## config.mk

```make
export PLATFORM = sky130hd
export DESIGN_NAME = dp_scan
export DESIGN_NICKNAME = d
export VERILOG_FILES = /design/src/rtl/dp_scan_pkg.sv /design/src/rtl/dp_edge_sync.sv /design/src/rtl/dp_scan.sv
export SDC_FILE = /design/constraint.sdc
export NUM_CORES = 1
export LEC_CHECK = 0
export BUFFER_PORTS_ARGS = -buffer_cell sky130_fd_sc_hd__buf_2
export CAP_MARGIN = 20
export CORE_UTILIZATION = 35
export DETAILED_ROUTE_END_ITERATION = 8
export SLEW_MARGIN = 20
export SYNTH_ARGS = -nofsm -noshare
export SYNTH_HDL_FRONTEND = slang
export SYNTH_SLANG_ARGS = --single-unit
```

## constraint.sdc

```tcl
create_clock -name clock -period 3.4 [get_ports clock]
set_clock_uncertainty 0.05 [all_clocks]
set_input_delay 0.17 -clock clock [delete_from_list [all_inputs] [get_ports clock]]
set_output_delay 0.17 -clock clock [all_outputs]
set_load 0.05 [all_outputs]
```

## src/rtl/dp_scan_pkg.sv

```systemverilog
// dp_scan_pkg: shared select codes, default depths and step encoding for the display pointer
package dp_scan_pkg;
  localparam int SEL_GR = 0;
  localparam int SEL_MEM = 1;
  localparam int GR_SIZE = 8;
  localparam int MEM_SIZE = 256;
  localparam int DATA_WIDTH_DEF = 16;
  typedef enum logic [1:0] {STEP_NONE, STEP_UP, STEP_DOWN} step_t;
endpackage

```

## src/rtl/dp_edge_sync.sv

```systemverilog
// dp_edge_sync: 2-flop synchroniser for a button level followed by a one-cycle rising-edge pulse
module dp_edge_sync (
  input  logic clk,
  input  logic rst,
  input  logic level,
  output logic pulse
);
  logic [2:0] sync;
  always_ff @(posedge clk or posedge rst)
    if (rst) sync <= '0;
    else sync <= {sync[1:0], level};
  assign pulse = sync[1] & ~sync[2];
endmodule

```

## src/rtl/dp_scan.sv

```systemverilog
// dp_scan: front-panel display pointer stepping across selectable debug read sources
module dp_scan
  import dp_scan_pkg::*;
#(
  parameter int DATA_WIDTH = DATA_WIDTH_DEF,
  parameter int ADDR_WIDTH = 8,
  parameter int NUM_SRC = 2,
  parameter int SEL_WIDTH = 1,
  parameter logic [NUM_SRC*(ADDR_WIDTH+1)-1:0] SRC_DEPTH = {9'(MEM_SIZE), 9'(GR_SIZE)},
  parameter int SCAN_PERIOD = 50_000_000
) (
  input  logic                          clock,
  input  logic                          reset,
  input  logic                          stepUp,
  input  logic                          stepDown,
  input  logic                          autoScan,
  input  logic [SEL_WIDTH-1:0]          select,
  input  logic [NUM_SRC*DATA_WIDTH-1:0] srcData,
  output logic [ADDR_WIDTH-1:0]         address,
  output logic [DATA_WIDTH-1:0]         data,
  output logic                          displayEnable
);
  localparam int NSEL = 2**SEL_WIDTH;
  localparam int CW = $clog2(SCAN_PERIOD);
  localparam logic [ADDR_WIDTH-1:0] A_ONE = 1;
  localparam logic [ADDR_WIDTH:0] D_ONE = 1;
  localparam logic [CW-1:0] C_ONE = 1;
  localparam logic [CW-1:0] C_LAST = CW'(SCAN_PERIOD - 1);
  logic [ADDR_WIDTH:0] depths [NSEL];
  logic [DATA_WIDTH-1:0] words [NSEL];
  logic [ADDR_WIDTH:0] depth, depth_m1;
  logic [ADDR_WIDTH-1:0] addr_nxt;
  logic [SEL_WIDTH-1:0] sel_q;
  logic [CW-1:0] cnt;
  logic up_p, dn_p, chg, tc, valid, in_range;
  step_t step;
  dp_edge_sync u_up (.clk(clock), .rst(reset), .level(stepUp), .pulse(up_p));
  dp_edge_sync u_dn (.clk(clock), .rst(reset), .level(stepDown), .pulse(dn_p));
  // select codes without a source read as depth 0, which marks them invalid
  for (genvar i = 0; i < NSEL; i++) begin : g_src
    if (i < NUM_SRC) begin : g_on
      assign depths[i] = SRC_DEPTH[i*(ADDR_WIDTH+1) +: ADDR_WIDTH+1];
      assign words[i] = srcData[i*DATA_WIDTH +: DATA_WIDTH];
    end else begin : g_off
      assign depths[i] = '0;
      assign words[i] = '0;
    end
  end
  always_comb begin
    depth = depths[select];
    depth_m1 = depth - D_ONE;
    valid = depth != '0;
    in_range = valid && ({1'b0, address} < depth);
    chg = select != sel_q;
    tc = autoScan && (cnt == C_LAST);
    step = (up_p || dn_p) ? ((up_p == dn_p) ? STEP_NONE : up_p ? STEP_UP : STEP_DOWN) : tc ? STEP_UP : STEP_NONE;
    addr_nxt = (chg || !valid) ? '0 :
               (step == STEP_UP) ? (({1'b0, address} == depth_m1) ? '0 : address + A_ONE) :
               (step == STEP_DOWN) ? ((address == '0) ? depth_m1[ADDR_WIDTH-1:0] : address - A_ONE) :
               address;
  end
  always_ff @(posedge clock or posedge reset)
    if (reset) begin
      address <= '0;
      data <= '0;
      displayEnable <= 1'b0;
      cnt <= '0;
      sel_q <= '0;
    end else begin
      address <= addr_nxt;
      data <= in_range ? words[select] : '0;
      displayEnable <= in_range;
      sel_q <= select;
      cnt <= (!autoScan || chg || tc) ? '0 : cnt + C_ONE;
    end
endmodule
```

* Word-level counts from Yosys, hierarchy flattened
Index checks and enable logic that the tools add are counted.
** Word-level totals
- Output and inout bits :: 25
- Word-level logic and storage cells :: 52
- Register bits :: 58
- Input port bits :: 38
** Cells by class
- Reduce and logical (&&, ||, !) cells :: 11
- Bitwise operators :: 5
- $add $sub $neg :: 4
- Equality and inequality tests :: 6
- Mux-type cells :: 17
- Order comparisons :: 2
** Operators by type and width (number)
- 16-bit 2-to-1 mux :: 4
- 8-bit 2-to-1 mux :: 5
- 9-bit 2-to-1 mux :: 3
- 26-bit by 1-bit adder with 26-bit output (second input constant) :: 1
- 26-bit equality test (second input constant) :: 1
- 26-bit 2-to-1 mux :: 1
- 8-bit by 9-bit equality test with 1-bit output :: 1
- 8-bit by 9-bit less-than comparator with 1-bit output :: 1
- 9-bit nonzero test :: 1
- 9-bit by 1-bit subtractor with 9-bit output (second input constant) :: 1
- 8-bit by 1-bit adder with 8-bit output (second input constant) :: 1
- 8-bit zero test :: 1
- 8-bit by 1-bit subtractor with 8-bit output (second input constant) :: 1
- 2-bit 2-to-1 mux :: 3
- 1-bit logical OR :: 4
- 3-bit nonzero test :: 1
- 1-bit AND :: 2
- 2-bit by 1-bit equality test with 1-bit output (second input constant) :: 1
- 2-bit equality test (second input constant) :: 1
- 2-bit >= comparator (second input constant) :: 1
- 1-bit logical AND :: 2
- 1-bit zero test :: 2
- 1-bit inverter :: 2
- 1-bit inverter with 2-bit output :: 1
- other kinds (3) :: 3

* Depth between registers and ports, before layout
Gate-level depths: netlist of run 1.
- Depth after elaboration :: 9
- Gate-level depth with buffers :: 8
- Gate-level depth less buffers :: 7

* Modules after synthesis
Synthesis of run 1 repeated with hierarchy kept, for this count alone.
** Second synthesis, totals
- Cell total of the unflattened synthesis :: 309
- Area total of the unflattened synthesis :: 3039.2 µm²
** By module, submodules not included
- dp_scan :: area each 2854.0 µm², seq. area each 1301.2 µm², instances 1, cells each 299
- dp_edge_sync :: area each 92.6 µm², seq. area each 75.1 µm², instances 2, cells each 5

* Worst setup path after synthesis of run 1
Ideal clock, no wire load.
- Path kind :: reg2reg
- Start :: reg address[3]
- End :: reg address[4]
- Path slack :: 1.098 ns
- Data required time :: 3.223 ns
- Period minus slack after synthesis :: 2.302 ns
- Data arrival time :: 2.125 ns
- Library setup time :: 0.127 ns
- Stages on the path, launching flop included :: 9
- Path buffers :: 1
- Cells stage by stage :: dfrtp_1 buf_6 inv_1 ha_1 nand4bb_1 o311ai_0 o31ai_1 a41oi_1 o21ai_1
** Between the ends
- Cells in the longest elaborated chain, start to end :: 5
- Elaborated cells on any way between the ends :: 9
- Those cells by class :: add/sub (2); eq/ne (1); mux (5); reduce/logical (1)
** RTL lines
- start: declaration :: RTL line dp_scan.sv:19 : output logic [ADDR_WIDTH-1:0] address,
- start signal: assignment :: RTL line dp_scan.sv:70 : address <= addr_nxt;
- 8-bit by 1-bit subtractor with 8-bit output / 8-bit zero test (equally long branches) :: RTL line dp_scan.sv:59 : (step == STEP_DOWN) ? ((address == '0) ? depth_m1[ADDR_WIDTH-1:0] : address - A_ONE) :
- 8-bit 2-to-1 mux (2 in a row) :: RTL line dp_scan.sv:59
- 8-bit 2-to-1 mux (*) :: RTL line dp_scan.sv:58 : (step == STEP_UP) ? (({1'b0, address} == depth_m1) ? '0 : address + A_ONE) :
- 8-bit 2-to-1 mux (*) :: RTL line dp_scan.sv:57 : addr_nxt = (chg || !valid) ? '0 :
Mark *: on every way between the ends. The rest lies on a longest branch, timed or not. The select of a mux whose other input is x is not followed.
A chain may end at the register's enable or synchronous reset.

* Worst setup path in the final report of run 1
Ends and elaborated chain as after synthesis.

==> impl_metrics.toml, run 1 <==
[outcome]
status = "completed"

[grt]
grt_pass1_vias = 2594
track_usage = 0.166
grt_overflow_total = 0
antenna_found_initial = 0
grt_max_degree = 42
grt_pass1_wl_um = 12500

[logic_synthesis]
synth_cell_type_count = 49
yosysTopAreaCellShare = 0.463
synthesis.area_um2 = 3130
async_flop_share = 1.00
synth_area_leaders = "dfrtp_1 (46%), nor2_1 (6.2%), mux2i_1 (5.1%), xnor2_1 (5.0%), nand3_1 (2.9%)"
synth_edf_count = 0
synth_top_flop_cell = "dfrtp_1"
yosysWarnings = 0
ys_seq_elements = 58
syn-num-nets = 374
synth_seq_area_share = 0.463
synth_common_cells = "dfrtp_1 (58), nor2_1 (52), nand2_1 (21)"
yosys.area.top_type = "dfrtp_1"
yosysMostFrequentCell = "dfrtp_1"
syn_inst = 329
synth.avg_cell_area_um2 = 9.53

[finish]
final_layout_size_suffix_gt1_frac = 0.232
syn2layout_area_growth_pct = 20.1
insertedDiodeCount = 0
fillers = 877
fin_nets = 436

[floorplanning]
core-area_um2 = 8680
pin_count = 63
die_x_um = 96.6
die_h_um = 96.6
initial_utilization = 0.361
rows = 34
die_area_um2 = 9340

[route]
drc = 0
num_vias = 2665
detail-route-antenna-nets = 0
finalWirelength_um = 7370
wl_per_cell_um = 14.6
first_pass_iters = 5
drt_iter0_drc = 180
vias_per_cell = 5.29

[power]
p_leak_nw = 1.66
power_density_nw_per_um2 = 531
worst_ir_drop_vdd_v = 0.000316

[clocking]
cts_sinks = 58
cts_resized = 0
cts_max_path_buffers = 2
clk_latency_ps = 340
h-tree-depth = 3
root_buffer = "clkbuf_8"
numCtsBuffers = 9
path_clk_slew_ps = 70
cts_tree = "done"

[hold_path]
hp-class = "primary input to register"
hold_path_startpoint = "srcData[3]"

[sta]
maxSlewViolCount = 0
setup_violations = 0
max_freq_ghz = 0.432
rsz0062_at_grt = "no"
worst_pin_slew_ps = 865
layout_setup_ws_ps = 1080
fin_crit_ps = 2320
hold_viol_final = 0
period_share = 0.681
fin_tns_setup_ps = 0
fin_hold_ws_ps = 18.3
max-slew-margin-rel = 0.422

[setup_path]
critPathRequiredTime_ps = 3570
cp-end-kind = "register"
cp-start-kind = "register"
crit_start = "address[3]$_DFFE_PP0P_"
r2r-start = "address[3]$_DFFE_PP0P_"
worstSetupPathType = "register to register"
crit_arrival_ps = 2490
crit_fanout = 11

[placed_design]
pre_cts_ws_ps = 817
hpwlAfterDp_um = 4910
globalplace.congestion = 0.897
io_buffers = 62

[flow_run]
drv_cap = 0
-- stage by stage --
stage | util | power [mW] | instance area, um2 | cells
finish | 0.434 | 2.00 | 3760 | 504
global route | 0.434 | 2.10 | 3760 | 504
CTS | 0.434 | 2.01 | 3760 | 504
detailed placement | 0.405 | 1.30 | 3520 | 485
global placement | 0.405 | 1.29 | 3520 | 485
floorplan | - | 1.17 | 3130 | 329
-- cells in the final DEF, fill, tap and decap left out, types with 8 or more instances in the layout --
master | Yosys | final
buf_2 | 5 | 62
dfrtp_1 | 58 | 58
nor2_1 | 52 | 52
nand2_1 | 21 | 21
xnor2_1 | 18 | 18
nand3_1 | 18 | 18
mux2i_1 | 16 | 16
nor3_1 | 11 | 11
a21oi_1 | 11 | 11
o21ai_1 | 9 | 9
xor2_1 | 9 | 9
clkbuf_8 | 0 | 9
inv_1 | 9 | 8
-- repair_timing --
item / CTS / global route
hold endpoints to repair: 34 / 0
hold buffers: 3 / 0
buffers inserted: 0 / 0
-- state kept, by name, indices dropped and copies added, names as in the netlist --
register / count
address: 8
cnt: 26
data: 16
sel_q: 1
u_up.sync: 3
displayEnable: 1
u_dn.sync: 3
-- metal layers --
layer | vias to the layer above | global-route usage | wire (um)
met2 | 91 | 0.241 | 3440
met5 | - | 0 | 0
met1 | 1271 | 0.231 | 3400
met4 | 0 | 0.0861 | 87
met3 | 7 | 0.0383 | 432
li1 | 1296 | - | -
-- final cells by class --
type                            instances  area [um2]  area share
Timing Repair Buffer                   68         363      0.0964
Sequential cell                        58        1450       0.386
Multi-Input combinational cell        244        1560       0.414
Clock buffer                            9         124      0.0329
Inverter                               10        37.5     0.00997
Clock inverter                          7        93.8      0.0249
Tap cell                              108         135      0.0359
-- worst paths after layout --
path	end	slack, ps	depth (start not counted)
hold reg to reg	u_up.sync[1]$_DFF_PP0_	300	0
setup / recovery	address[4]$_DFFE_PP0P_	1080	7
min in group asynchronous	data[9]$_DFF_PP0_	520	3
setup reg to reg	address[4]$_DFFE_PP0P_	1080	7
hold / removal	data[3]$_DFF_PP0_	20	3
max in group asynchronous	cnt[11]$_DFF_PP0_	2010	4
-- power by group --
part / total (mW) / internal (mW) / switching (mW)
clock: 0.708 / 0.411 / 0.298
combinational: 0.493 / 0.142 / 0.350
sequential: 0.798 / 0.742 / 0.0557
-- worst max-delay path, cell delays in order, from the launching register on --
cell and delay (ps):
dfrtp_1 560, inv_1 130, ha_1 290, nand4bb_1 330, o311ai_0 420, o31ai_1 120
a41oi_1 210, o21ai_1 90
-- kinds of logic after synthesis --
logic type	after synthesis	synth area share
xor+xnor	27	0.0755
mux	16	0.0511
compound gates	53	0.111
fa+ha+maj	7	0.0279
simple gates	141	0.232
buf+inv	27	0.0391
flops	58	0.463
Power figures use the tool's default switching activity.
==> inputs of run 2 (changes only) <==
--- a/config.mk
+++ b/config.mk
@@ -5,6 +5,7 @@
 export SDC_FILE = /design/constraint.sdc
 export NUM_CORES = 1
 export LEC_CHECK = 0
+export ABC_AREA = 1
 export BUFFER_PORTS_ARGS = -buffer_cell sky130_fd_sc_hd__buf_2
 export CAP_MARGIN = 20
 export CORE_UTILIZATION = 35
==> constraint.sdc (replaced) <==
create_clock -name clock -period 2 [get_ports clock]
set_clock_uncertainty 0.05 [all_clocks]
set_input_delay 0.1 -clock clock [delete_from_list [all_inputs] [get_ports clock]]
set_output_delay 0.1 -clock clock [all_outputs]
set_load 0.05 [all_outputs]
==> impl_metrics.toml, run 2 <==
[outcome]
status = "completed"

[logic_synthesis]
syn-num-nets = 487
synth.avg_cell_area_um2 = 7.39
synth_common_cells = "nand2_1 (135), dfrtp_1 (58), nor2_1 (57)"
synth_seq_area_share = 0.444
synth_area_leaders = "dfrtp_1 (44%), nand2_1 (16%), nor2_1 (6.5%), inv_1 (5.2%), nand3_1 (4.9%)"
syn_inst = 442
yosysWarnings = 0
synth_edf_count = 0
synth_top_flop_cell = "dfrtp_1"
synth_cell_type_count = 32
ys_seq_elements = 58
yosys.area.top_type = "dfrtp_1"
synthesis.area_um2 = 3270
yosysTopAreaCellShare = 0.444
yosysMostFrequentCell = "nand2_1"
async_flop_share = 1.00

[sta]
max_freq_ghz = 0.530
period_share = 0.943
max-slew-margin-rel = 0.762
fin_crit_ps = 1890
rsz0062_at_grt = "no"
worst_pin_slew_ps = 357
layout_setup_ws_ps = 114
hold_viol_final = 0
fin_tns_setup_ps = 0
maxSlewViolCount = 0
fin_hold_ws_ps = 117
setup_violations = 0

[grt]
grt_pass1_wl_um = 14500
grt_max_degree = 59
antenna_found_initial = 0
grt_pass1_vias = 3136
track_usage = 0.187
grt_overflow_total = 0

[finish]
layout_common_cells = "nand2_1 (134), buf_2 (62), nor2_1 (57), dfrtp_1 (56), inv_1 (43)"
top_register = "cnt"
top_regs = "cnt (26), data (16), address (8)"
regArea_um2 = 1450
multiInputGateArea_um2 = 1590
largest_reg_flops = 26
insertedDiodeCount = 0
fin_nets = 598
fillers = 836
syn2layout_area_growth_pct = 32.9
final_layout_size_suffix_gt1_frac = 0.217
layout_commonest_cell = "nand2_1"

[setup_path]
cp-end-kind = "register"
path_cells = "nor2_4, nand2_2, inv_2, nand2_1, a21oi_2, clkinv_4, a21oi_1, dlygate4sd3_1"
r2r-start = "address[5]$_DFFE_PP0P_"
crit_arrival_ps = 2100
r2r_slack_ps = 110
slowest_delay_ps = 560
path_buf_inv = 3
worstSetupPathType = "register to register"
cp_slowest_cell = "dlygate4sd3_1"
crit_family = "buffers and inverters"
r2r_cells = 8
critPathRequiredTime_ps = 2210
crit_fanout = 5
cp-start-kind = "register"
r2r_end = "data[1]$_DFF_PP0_"

[clocking]
path_clk_slew_ps = 70
h-tree-depth = 3
clk_latency_ps = 330
cts_max_path_buffers = 2
cts_tree = "done"
cts_sinks = 58
numCtsBuffers = 9
root_buffer = "clkbuf_8"

[route]
detail-route-antenna-nets = 0
wl_per_cell_um = 12.6
finalWirelength_um = 8380
drt_iter0_drc = 209
num_vias = 3123
vias_per_cell = 4.69
first_pass_iters = 4
drc = 0

[power]
p_leak_nw = 2.17
power_density_nw_per_um2 = 1130
worst_ir_drop_vdd_v = 0.000621

[placed_design]
globalplace.congestion = 0.879
io_buffers = 62
hpwlAfterDp_um = 5560
pre_cts_ws_ps = 140

[floorplanning]
die_h_um = 98.6
die_x_um = 98.6
pin_count = 63
die_area_um2 = 9720
initial_utilization = 0.367
core-area_um2 = 8890
rows = 34

[hold_path]
hp-class = "primary input to register"
min_to = "data[2]$_DFF_PP0_"
hold_path_startpoint = "select"
min_path_cells = 3

[flow_run]
drv_cap = 0
[run 2: metal layers]
layer,GRT usage,share of wire,vias up
met5,0,0,-
met4,0.0540,0.011,0
met3,0.0482,0.056,8
met2,0.293,0.44,96
met1,0.255,0.49,1409
li1,-,-,1610
[run 2: logic make-up after synthesis]
kind of cell,count (synthesis),synth area share
compound gates,43,0.0774
xor+xnor,14,0.0398
fa+ha+maj,7,0.0268
buf+inv,61,0.0743
flops,58,0.444
simple gates,259,0.337
[run 2: worst max path at each step]
| stage | from | end | slack, ps | cells past startpoint |
|---|---|---|---|---|
| after global placement | address[0]$_DFFE_PP0P_ | address[7]$_DFFE_PP0P_ | 150 | 13 |
| after floorplan | address[3]$_DFFE_PP0P_ | address[5]$_DFFE_PP0P_ | 40 | 10 |
| after global routing | cnt[0]$_DFF_PP0_ | cnt[22]$_DFF_PP0_ | 0.3 | 11 |
| after CTS | address[5]$_DFFE_PP0P_ | data[1]$_DFF_PP0_ | 20 | 8 |
| final | address[5]$_DFFE_PP0P_ | data[1]$_DFF_PP0_ | 110 | 8 |
| after detailed placement | address[0]$_DFFE_PP0P_ | address[7]$_DFFE_PP0P_ | 140 | 13 |
[run 2: final cells by class]
class | instances | area share
multi-input cells | 323 | 0.366
flip-flops and latches | 58 | 0.335
repair buffers | 108 | 0.174
inverters | 53 | 0.0470
clock buffers | 10 | 0.0317
well taps | 108 | 0.0311
clock inverters | 6 | 0.0153
[run 2: timing repair]
item	in CTS	in global routing
setup endpoints to repair	0	7
setup buffers	0	2
resized for setup	0	9
hold buffers	35	0
hold endpoints to repair	76	0
[run 2: worst min-delay path: stages]
cell	delay, ps
buf_2	200
nand2_1	100
a21oi_1	60
[run 2: stage by stage]
step | power (mW) | utilization | area [um2] | instances
finish | 4.89 | 0.488 | 4340 | 666
global route | 5.22 | 0.488 | 4340 | 666
CTS | 4.80 | 0.484 | 4300 | 664
detailed placement | 3.64 | 0.422 | 3750 | 613
global placement | 3.63 | 0.422 | 3750 | 613
floorplan | 3.08 | - | 3270 | 442
[run 2: where the power goes]
part | switching (mW) | total (mW) | internal (mW)
Combinational | 1.57 | 2.27 | 0.702
Sequential | 0.161 | 1.51 | 1.35
Clock | 0.490 | 1.10 | 0.609
Total | 2.22 | 4.89 | 2.66
